**config.mk**
```make
export PLATFORM = sky130hd
export DESIGN_NAME = pipe_stage_reg
export DESIGN_NICKNAME = d
export VERILOG_FILES = /design/src/rtl/pipeline_pkg.sv /design/src/rtl/sat_counter.sv /design/src/rtl/pipe_stage_reg.sv
export SDC_FILE = /design/constraint.sdc
export NUM_CORES = 1
export LEC_CHECK = 0
export CORE_UTILIZATION = 40
export DETAILED_ROUTE_END_ITERATION = 8
export HOLD_SLACK_MARGIN = 0.12
export PLACE_DENSITY = 0.75
export SETUP_SLACK_MARGIN = 0.1
export SLEW_MARGIN = 20
export SYNTH_ARGS = -nofsm -noshare
export SYNTH_HDL_FRONTEND = slang
export SYNTH_SLANG_ARGS = --single-unit
```
**constraint.sdc**
```tcl
create_clock -name clk -period 2.4 [get_ports clk]
set_clock_uncertainty 0.2 [all_clocks]
set_input_delay 0.48 -clock clk [delete_from_list [all_inputs] [get_ports clk]]
set_output_delay 0.48 -clock clk [all_outputs]
set_load 0.01 [all_outputs]
```
**src/rtl/pipeline_pkg.sv**
```systemverilog
// Shared definitions for the data-path pipeline registers: EX/MEM bundle
// field widths and the encoding of the elastic stage-register states.
package pipeline_pkg;

  // EX/MEM bundle layout: {ctrls, aluout, writedata, writereg}
  localparam int CTRLS_W   = 3;
  localparam int WORD_W    = 32;
  localparam int REGADDR_W = 5;
  localparam int EXMEM_W   = CTRLS_W + WORD_W + WORD_W + REGADDR_W;

  // Stage-register occupancy states
  localparam logic [1:0] ST_EMPTY = 2'd0;  // nothing held
  localparam logic [1:0] ST_BUSY  = 2'd1;  // main slot held
  localparam logic [1:0] ST_FULL  = 2'd2;  // main and skid slots held

endpackage : pipeline_pkg

```
**src/rtl/sat_counter.sv**
```systemverilog
// Saturating up-counter: increments on i_inc and sticks at all-ones.
module sat_counter #(
  parameter int WIDTH = 16
) (
  input  logic             clk,
  input  logic             rst_n,
  input  logic             i_inc,
  output logic [WIDTH-1:0] o_count
);

  logic [WIDTH-1:0] r_count;
  logic             w_at_max;

  assign w_at_max = &r_count;
  assign o_count  = r_count;

  // Count enabled cycles until the counter is full, then hold.
  always_ff @(posedge clk or negedge rst_n) begin
    if (!rst_n) begin
      r_count <= '0;
    end else if (i_inc && !w_at_max) begin
      r_count <= r_count + {{(WIDTH-1){1'b0}}, 1'b1};
    end else begin
      r_count <= r_count;
    end
  end

endmodule : sat_counter

```
**src/rtl/pipe_stage_reg.sv**
```systemverilog
// Elastic pipeline stage register: one packed bundle per beat, valid/ready
// handshake, 2-entry skid buffer so in_ready can be registered without losing
// throughput, synchronous flush and a saturating stall counter.
module pipe_stage_reg
  import pipeline_pkg::*;
#(
  parameter int DATA_W = EXMEM_W,
  parameter int CTRL_W = CTRLS_W,
  parameter int CNT_W  = 16
) (
  input  logic              clk,
  input  logic              reset_n,
  input  logic              flush,
  input  logic              in_valid,
  input  logic [DATA_W-1:0] in_data,
  output logic              in_ready,
  output logic              out_valid,
  output logic [DATA_W-1:0] out_data,
  input  logic              out_ready,
  output logic [1:0]        occupancy,
  output logic [CNT_W-1:0]  stall_cnt
);

  logic [1:0]        r_state;
  logic              r_main_valid;
  logic              r_skid_valid;
  logic [DATA_W-1:0] r_main_data;
  logic [DATA_W-1:0] r_skid_data;
  logic              r_in_ready;

  logic [1:0]        w_nxt_state;
  logic              w_nxt_main_valid;
  logic              w_nxt_skid_valid;
  logic              w_load_main_in;
  logic              w_load_main_skid;
  logic              w_load_skid_in;
  logic              w_accept;
  logic              w_deliver;
  logic              w_stall;
  logic [DATA_W-1:0] w_ctrl_mask;

  assign w_accept  = in_valid & r_in_ready;
  assign w_deliver = r_main_valid & out_ready;
  assign w_stall   = in_valid & ~r_in_ready;

  // Next-state and slot-load decisions; flush overrides all transitions.
  always_comb begin
    w_nxt_state      = r_state;
    w_nxt_main_valid = r_main_valid;
    w_nxt_skid_valid = r_skid_valid;
    w_load_main_in   = 1'b0;
    w_load_main_skid = 1'b0;
    w_load_skid_in   = 1'b0;
    case (r_state)
      ST_EMPTY: begin
        if (w_accept) begin
          w_load_main_in   = 1'b1;
          w_nxt_main_valid = 1'b1;
          w_nxt_state      = ST_BUSY;
        end else begin
          w_nxt_state      = ST_EMPTY;
        end
      end
      ST_BUSY: begin
        if (w_accept && w_deliver) begin
          w_load_main_in   = 1'b1;
          w_nxt_state      = ST_BUSY;
        end else if (w_accept) begin
          w_load_skid_in   = 1'b1;
          w_nxt_skid_valid = 1'b1;
          w_nxt_state      = ST_FULL;
        end else if (w_deliver) begin
          w_nxt_main_valid = 1'b0;
          w_nxt_state      = ST_EMPTY;
        end else begin
          w_nxt_state      = ST_BUSY;
        end
      end
      ST_FULL: begin
        if (w_deliver) begin
          w_load_main_skid = 1'b1;
          w_nxt_skid_valid = 1'b0;
          w_nxt_state      = ST_BUSY;
        end else begin
          w_nxt_state      = ST_FULL;
        end
      end
      default: begin
        w_nxt_state      = ST_EMPTY;
        w_nxt_main_valid = 1'b0;
        w_nxt_skid_valid = 1'b0;
      end
    endcase
    // A delivery in the flush cycle completes by itself since the downstream
    // already sampled out_valid; the incoming beat is simply not loaded.
    if (flush) begin
      w_nxt_state      = ST_EMPTY;
      w_nxt_main_valid = 1'b0;
      w_nxt_skid_valid = 1'b0;
      w_load_main_in   = 1'b0;
      w_load_main_skid = 1'b0;
      w_load_skid_in   = 1'b0;
    end else begin
      w_nxt_state      = w_nxt_state;
    end
  end

  // State, valid bits and the registered in_ready (derived from next skid valid).
  always_ff @(posedge clk or negedge reset_n) begin
    if (!reset_n) begin
      r_state      <= ST_EMPTY;
      r_main_valid <= 1'b0;
      r_skid_valid <= 1'b0;
      r_in_ready   <= 1'b1;
    end else begin
      r_state      <= w_nxt_state;
      r_main_valid <= w_nxt_main_valid;
      r_skid_valid <= w_nxt_skid_valid;
      r_in_ready   <= ~w_nxt_skid_valid;
    end
  end

  // Main data slot: loads from upstream or from the skid slot only.
  always_ff @(posedge clk or negedge reset_n) begin
    if (!reset_n) begin
      r_main_data <= '0;
    end else if (w_load_main_in) begin
      r_main_data <= in_data;
    end else if (w_load_main_skid) begin
      r_main_data <= r_skid_data;
    end else begin
      r_main_data <= r_main_data;
    end
  end

  // Skid data slot: captures the beat that arrives while main is blocked.
  always_ff @(posedge clk or negedge reset_n) begin
    if (!reset_n) begin
      r_skid_data <= '0;
    end else if (w_load_skid_in) begin
      r_skid_data <= in_data;
    end else begin
      r_skid_data <= r_skid_data;
    end
  end

  // Mask selecting the top CTRL_W control bits of the bundle.
  always_comb begin
    w_ctrl_mask = '0;
    for (int i = 0; i < DATA_W; i++) begin
      if (i >= DATA_W - CTRL_W) begin
        w_ctrl_mask[i] = 1'b1;
      end else begin
        w_ctrl_mask[i] = 1'b0;
      end
    end
  end

  assign in_ready  = r_in_ready;
  assign out_valid = r_main_valid;
  // Stale data may sit in main after flush; zeroed control bits keep it inert.
  assign out_data  = r_main_valid ? r_main_data : (r_main_data & ~w_ctrl_mask);
  assign occupancy = {1'b0, r_main_valid} + {1'b0, r_skid_valid};

  sat_counter #(
    .WIDTH (CNT_W)
  ) u_stall_cnt (
    .clk     (clk),
    .rst_n   (reset_n),
    .i_inc   (w_stall),
    .o_count (stall_cnt)
  );

endmodule : pipe_stage_reg

```
; ---- After elaboration in Yosys (flattened, before gate mapping)
; Cells that the tools add are included.
; W data, S select, Z words.
[op_classes]
addsub = 2
eq_ne = 7
n_mux = 31
bitwise = 5
reduce_logical = 7
[op_table]
columns = operator, count
row1 = $mux W72, 3
row2 = $mux W1, 20
row3 = $add A16 B1 Y16 const B, 1
row4 = $reduce_and A16 Y1, 1
row5 = $ne A3 B3 Y1 const B, 4
row6 = $mux W2, 4
row7 = $pmux W1 S3, 2
row8 = $pmux W2 S3, 1
row9 = $reduce_and A5 Y1, 1
row10 = $and A1 B1 Y1, 3
row11 = $add A1 B1 Y2, 1
row12 = $eq A2 B1 Y1 const B, 1
row13 = $eq A2 B2 Y1 const B, 1
row14 = $logic_and A1 B1 Y1, 2
row15 = $logic_not A2 Y1, 1
row16 = $ne A2 B2 Y1 const B, 1
row17 = $not A1 Y1, 2
row18 = $pmux W1 S2, 1
row19 = $reduce_bool A2 Y1, 1
row20 = $logic_not A1 Y1, 1
[totals]
reg_bits = 165
inputBits = 77
output_inout_bits = 92
elab_cells = 59

; ---- Longest topological paths before layout
; Gate-level depths: netlist of the first run.
[depth]
ltp_word = 6
depth_mapped = 6
mapped_depth_nobuf = 5

; ---- By module
; Synthesis of the first run repeated with hierarchy kept, for this count alone.
[hier_totals]
hier_cells = 562
area_unflattened_um2 = 7922.6
[modules_own_cells]
columns = mod, n_inst, cells_per_inst, area_each_um2, seq_area_each_um2
row1 = pipe_stage_reg, 1, 487, 7081.8, 3729.8
row2 = sat_counter, 1, 75, 840.8, 400.4

; ---- Least setup slack after synthesis of the first run
; OpenSTA, ideal clock, no wires.
[synth_path]
path_type = reg2reg
startpoint = register u_stall_cnt.r_count[0], in the netlist u_stall_cnt.o_count[0]
endpoint = register u_stall_cnt.r_count[1], in the netlist u_stall_cnt.o_count[1]
setup_time_ns = 0.125
t_arrival_ns = 1.670
t_required_ns = 2.075
slack_ns = 0.405
path_stages_with_launch = 6
n_path_buf = 0
synth_period_minus_slack_ns = 1.995
path_cell_list = dfrtp_1 > ha_1 > nand4_1 > nor4_4 > nor2_1 > mux2_2
[synth_between]
elab_chain_cells = 3
word_cells_on_any_way = 4
classes_between = add/sub (1) / reduce/logical (3)
[synth_lines]
columns = item, line_no
row1 = "start, declared", sat_counter.sv:11  ; logic [WIDTH-1:0] r_count;
row2 = "start signal, assigned", sat_counter.sv:22  ; r_count <= r_count + {{(WIDTH-1){1'b0}}, 1'b1};
row3 = "start signal, assigned", sat_counter.sv:24  ; r_count <= r_count;
row4 = branches (longest 3 deep; another with $add A16 B1 Y16), n/a
; Parallel ways; which one is timed is not known.
; A chain may end at the register's enable or synchronous reset.

; ---- Final worst setup path of the first run
[layout_path]
startpoint = register r_in_ready, in the netlist in_ready
endpoint = output port in_ready
[layout_lines]
columns = item, line_no
row1 = "start, declared", pipe_stage_reg.sv:29  ; logic r_in_ready;
row2 = "start signal, assigned", pipe_stage_reg.sv:119  ; r_in_ready <= ~w_nxt_skid_valid;
row3 = "end, declared", pipe_stage_reg.sv:16  ; output logic in_ready,
; No word-level cell between the ends.

==> results of run 1 <==
## cell usage in the layout (no fill, tap or decap), types with 2 or more instances in the layout
master	count
a21oi_1	3
a31oi_1	4
and2_1	4
buf_12	8
buf_4	13
bufinv_16	4
clkbuf_16	17
clkdlybuf4s50_1	163
clkinv_2	4
clkinv_4	3
clkinvlp_4	2
dfrtp_1	163
dlygate4sd2_1	4
ha_1	2
inv_1	4
mux2_2	73
mux2i_1	73
nand2_1	77
nand2b_1	2
nand3_1	5
nand4_1	6
nand4b_1	3
nor2_1	8
nor2b_1	2
nor3_1	6
nor4_4	2
o21ai_0	43
o21ai_1	30
xnor2_1	5
xor2_1	8
## layer usage
layer  GRT usage, %  part of all wire (%)  up-vias
li1               -                     -     2364
met1          21.00                    47     2437
met2          25.37                    47      115
met3          4.615                   5.1       18
met4          5.957                   1.4        2
met5              0                 0.073        -
## report_power, final
part           internal, mW  switching [mW]  total, mW  leakage (nW)
logic                  2.09            1.33       3.42          1.63
registers              4.02           0.723       4.74          2.03
clock network          1.77            1.13       2.90         0.303
## worst paths after layout
| path | start | cells past startpoint | to |
|---|---|---|---|
| hold reg to reg | r_skid_data[66]$_DFFE_PN0P_ | 1 | r_skid_data[66]$_DFFE_PN0P_ |
| setup reg to reg | in_ready$_DFF_PN1_ | 5 | r_main_data[36]$_DFFE_PN0P_ |
| max in group asynchronous | reset_n | 3 | r_main_data[8]$_DFFE_PN0P_ |
| min in group asynchronous | reset_n | 2 | u_stall_cnt.o_count[8]$_DFFE_PN0P_ |
| setup / recovery | in_ready$_DFF_PN1_ | 1 | in_ready |
| hold / removal | r_skid_data[66]$_DFFE_PN0P_ | 1 | r_skid_data[66]$_DFFE_PN0P_ |
## timing repair
| action | in CTS | in global routing |
|---|---|---|
| hold endpoints to repair | 43 | 0 |
| hold buffers | 1 | 0 |
| gates resized for setup | 5 | 0 |
| setup endpoints to repair | 6 | 0 |
| setup buffers | 3 | 0 |
## cells by family (layout without fill, tap and decap cells)
family	Yosys count	after routing	share of synthesized area [%]
AND/OR/NAND/NOR	123	123	7.824
buffers and inverters	104	226	10.26
adder cells (fa/ha/maj)	2	2	0.3266
flip-flops	165	165	53.92
AO/OA/AOI/OAI	86	86	5.913
XOR/XNOR	13	13	1.486
multiplexers	146	146	20.27
## sequential cells by signal, indices dropped and copies added (netlist names)
register and cells:
r_skid_data 72, in_ready 1, out_valid 1, r_state 2
u_stall_cnt.o_count 16, r_main_data 72, r_skid_valid 1
## synthesized netlist by cell type (all sizes together) (5+ instances only)
master and instances:
nor2 9, buf 92, dfrtp 164, mux2i 73, nand2 77, nand3 5
mux2 73, nor3 6, xor2 8, xnor2 5, o21ai 73, nand4 6
clkbuf 8
## layout make-up
cell class                 count  area, µm²
multi-input combinational    370       2744
sequential                   165       4131
clock buffer                  19      442.9
inverter                       4      15.01
clock inverter                13      181.4
fill                        1661       9015
tap                          234      292.8
timing repair buffer         190       1946
## stage by stage
| stage | TNS, ns | setup slack (ns) | power (mW) |
|---|---|---|---|
| after floorplan | 0 | 0.4054 | 7.096 |
| after global routing | 0 | 0.1200 | 11.70 |
| after detailed placement | -0.08450 | -0.06004 | 8.240 |
| after global placement | 0 | 0.04076 | 8.113 |
| final | 0 | 0.1530 | 11.07 |
| after CTS | 0 | 0.1377 | 11.21 |
==> results.toml, run 1 <==
[logic_synthesis]
avgSynthCellArea_um2 = 11.99
synth_nets = 718
synth-edff-count = 0
synthFlopType = "dfrtp_1"
syn_inst = 639
yosysSeqAreaShare_pct = 53.92
synth_cell_types = 40
synth_seq_cells = 165
async_reset_ff_share_pct = 100.0
ys_warn_count = 0
synth_top_area_cell = "dfrtp_1"
synth_top_area_share_pct = 53.58
ys_top_cells_by_area = "dfrtp_1 54%, mux2_2 11%, mux2i_1 9.5%, buf_4 7.5%, nand2_1 3.8%"
syn-cell-area_um2 = 7660

[detailed_routing]
firstDrtPassIters = 4
drtAntennaViolNets = 0
drt-total-wl_um = 15140
drt_iter0_markers = 179
drc = 0
viasPerCell = 4.961
wl_per_cell_um = 15.22
num_vias = 4936

[placed_design]
gp_congestion = 0.7474
dpl.hpwl_um = 9949
portBuffers = 168
dp_cells = 959
place_area_um2 = 9100

[die]
rows = 50
die_w_um = 140.4
fp.dieH_um = 140.4
fp.dieArea_um2 = 19710
start_util_pct = 40.81
core_area_um2 = 18770
io_pins = 169

[setup_path]
end_kind = "output pin"
r2r_setup_slack_ns = 0.37
start_kind = "flip-flop"
path_cells = "clkdlybuf4s50_1"
critical_path_buf_inv_count = 1
crit_slowest_cell = "clkdlybuf4s50_1"
crit_fanout = 5
critPathKind = "reg -> out"
crit_arrival_ns = 1.57
max_stage_delay_ns = 0.58
required_ns = 1.72
critical_path.top_delay_family = "buffers and inverters"

[clock_tree]
tritoncts = "built"
cts.sinks = 165
cts.clk_slew.worst_paths_ns = 0.06
htreeDepth = 4
cts_made_buffers = 17
worstSkewPairLatency_ns = 0.42
clock-root-buffer = "clkbuf_16"
clockBufferDepth = 2

[power]
p_leak_nw = 3.961
powerDensity_nw_per_um2 = 1135
vdd_drop_max_uv = 540.9

[layout]
layout-drive-gt1-share_pct = 17.61
fin_util_pct = 51.97
final_area_um2 = 9753
finalNetCount = 827
fin_cells = 995
syn_to_final_growth_pct = 27.33
antenna_cells = 0

[global_routing]
gr-total-overflow = 0
antenna_found_initial = 1
grt_pass1_wl_um = 24700
grt_pass1_vias = 4893
grtUsageTotal_pct = 16.08
grt_max_degree = 79

[timing]
maxSlewHeadroom_pct = 69.38
rsz0062_at_grt = "no"
slew_viol_final = 0
post-route-min-period_ns = 2.247
hold_viol = 0
setup_viol = 0
max_freq_mhz = 445.0
worst_pin_slew_ns = 0.4592
finalCritPeriodShare_pct = 93.63
hold_slack_ns = 0.3042

[status]
outcome = "complete, no violations"

[run]
maxCapViolCount = 0

[worst_hold_path]
worstHoldPathType = "reg -> reg"
Note: power is estimated with default switching activity, not from simulation.
==> inputs of run 2 (changes only) <==
- TNS_END_PERCENT: default -> 5
- clock period: 2.4 -> 2.7 ns (I/O delays scaled with it)
==> run 2 against run 1 <==
  * Sequential power down 11%
  * Design area is 0.31% lower
  * Critical path depth grew 1
  * Register-to-register slack better by 0.13 ns
  * Core utilization shrank 0.16 points
  * Global-route usage grew 0.20 points
  * Power decreased by 14%
  * Via count shrank 0.47%
==> results.toml, run 2 (synthesis gave the netlist of run 1 again) <==
[status]
outcome = "complete, no violations"

[layout]
finalNetCount = 827
multiInputGateArea_um2 = 2744
fillCellCount = 1660
final_common_cell = "clkdlybuf4s50_1"
antenna_cells = 0
seq_area_um2 = 4131
layout_common_cells = "167 x clkdlybuf4s50_1, 163 x dfrtp_1, 77 x nand2_1"
layout-drive-gt1-share_pct = 17.24
final_area_um2 = 9723
syn_to_final_growth_pct = 26.94

[setup_path]
end_kind = "output pin"
crit_fanout = 11
max_stage_delay_ns = 0.52
crit_arrival_ns = 1.73
critPathKind = "reg -> out"
path_cells = "ha_1 -> clkdlybuf4s50_1"
crit_slowest_cell = "clkdlybuf4s50_1"
start_kind = "flip-flop"
required_ns = 1.96

[global_routing]
gr-total-overflow = 0
grtUsageTotal_pct = 16.28
antenna_found_initial = 0
grt_max_degree = 85
grt_pass1_vias = 4935
grt_pass1_wl_um = 25220

[timing]
worst_pin_slew_ns = 0.5539
max_freq_mhz = 404.9
slew_viol_final = 0
setup_tns_ns = 0
setup_viol = 0
rsz0062_at_grt = "no"
hold_viol = 0
maxSlewHeadroom_pct = 63.07
post-route-min-period_ns = 2.470
finalCritPeriodShare_pct = 91.47

[die]
fp.dieH_um = 140.4
io_pins = 169
fp.dieArea_um2 = 19710
core_area_um2 = 18770
die_w_um = 140.4
start_util_pct = 40.81
rows = 50

[clock_tree]
clock-root-buffer = "clkbuf_16"
htreeDepth = 4
tritoncts = "built"
cts.clk_slew.worst_paths_ns = 0.06
worstSkewPairLatency_ns = 0.41
clockBufferDepth = 2
cts_made_buffers = 17
cts.sinks = 165

[detailed_routing]
drt_iter0_markers = 197
viasPerCell = 4.943
firstDrtPassIters = 6
wl_per_cell_um = 15.22
drt-total-wl_um = 15120
drtAntennaViolNets = 0
drc = 0
num_vias = 4913

[placed_design]
gp_congestion = 0.7300
portBuffers = 168
dpl.hpwl_um = 10380
place_area_um2 = 9148

[power]
powerDensity_nw_per_um2 = 983.9
p_leak_nw = 3.924
vdd_drop_max_uv = 476.3

[worst_hold_path]
worstHoldPathType = "reg -> reg"

[run]
maxCapViolCount = 0
run 2: cell types whose count changed in the layout (fill, tap and decap cells not counted):
cell,change
clkinv_4,-1
clkinv_2,-2
buf_4,-2
clkbuf_8,+3
bufinv_16,-3
clkdlybuf4s50_1,+4
clkbuf_1,+2
buf_12,+2
dlygate4sd2_1,-4
run 2: layout make-up:
| cell class | count | share of cell area [%] |
|---|---|---|
| timing repair buffer | 190 | 20.32 |
| multi-input combinational | 370 | 28.22 |
| clock inverter | 7 | 0.7464 |
| inverter | 4 | 0.1544 |
| sequential | 165 | 42.49 |
| clock buffer | 24 | 5.057 |
| tap | 234 | 3.011 |
run 2: where the power goes:
| part | leakage (nW) | switching [mW] | internal (mW) |
|---|---|---|---|
| Combinational | 1.62 | 1.20 | 1.86 |
| Sequential | 2.03 | 0.633 | 3.58 |
| Clock | 0.272 | 0.931 | 1.36 |
run 2: per-layer routing:
metal  global-route usage, %  vias to the layer above  wire, µm
li1                        -                     2367         -
met5                       0                        -         0
met2                   25.50                      122      6967
met1                   20.93                     2401      6965
met4                   6.362                        0       276
met3                   5.197                       23       915
run 2: stage by stage:
step           instances  hold slack [ns]  total power [mW]  setup slack [ns]  utilization (%)
2_1_floorplan        639          0.04441             6.308            0.7054                -
3_3_place_gp         962           0.2873             7.225            0.2371            48.74
3_5_place_dp         962           0.2921             7.350            0.1970            48.74
4_1_cts              994           0.3052             9.707            0.1029            51.80
5_1_grt              994           0.3123             10.15            0.1664            51.81
6_report             994           0.2996             9.567            0.2304            51.81
run 2: timing repair:
| item | in CTS | in global routing |
|---|---|---|
| setup endpoints to repair | 0 | 1 |
| gates resized for setup | 0 | 1 |
| hold buffers | 1 | 0 |
| setup buffers | 0 | 0 |
| endpoints found under the hold margin | 51 | 0 |
run 2: critical path: cells and delay by family (launching register included):
family	cells	cell delay [ns]
buffers and inverters	1	0.52
flip-flops	1	0.49
adder cells (fa/ha/maj)	1	0.31
run 2: final timing paths:
kind                            cells after the start                           startpoint  slack (ns)                                  end
worst max-delay path                                2                out_valid$_DFFE_PN0P_        0.23                         occupancy[0]
worst min-delay path                                1  u_stall_cnt.o_count[11]$_DFFE_PN0P_        0.30  u_stall_cnt.o_count[11]$_DFFE_PN0P_
worst max register to register                      5   u_stall_cnt.o_count[0]$_DFFE_PN0P_        0.50   u_stall_cnt.o_count[1]$_DFFE_PN0P_
worst min register to register                      1  u_stall_cnt.o_count[11]$_DFFE_PN0P_        0.30  u_stall_cnt.o_count[11]$_DFFE_PN0P_
max in group asynchronous                           3                              reset_n        1.13           r_main_data[3]$_DFFE_PN0P_
min in group asynchronous                           2                              reset_n        0.45   u_stall_cnt.o_count[7]$_DFFE_PN0P_
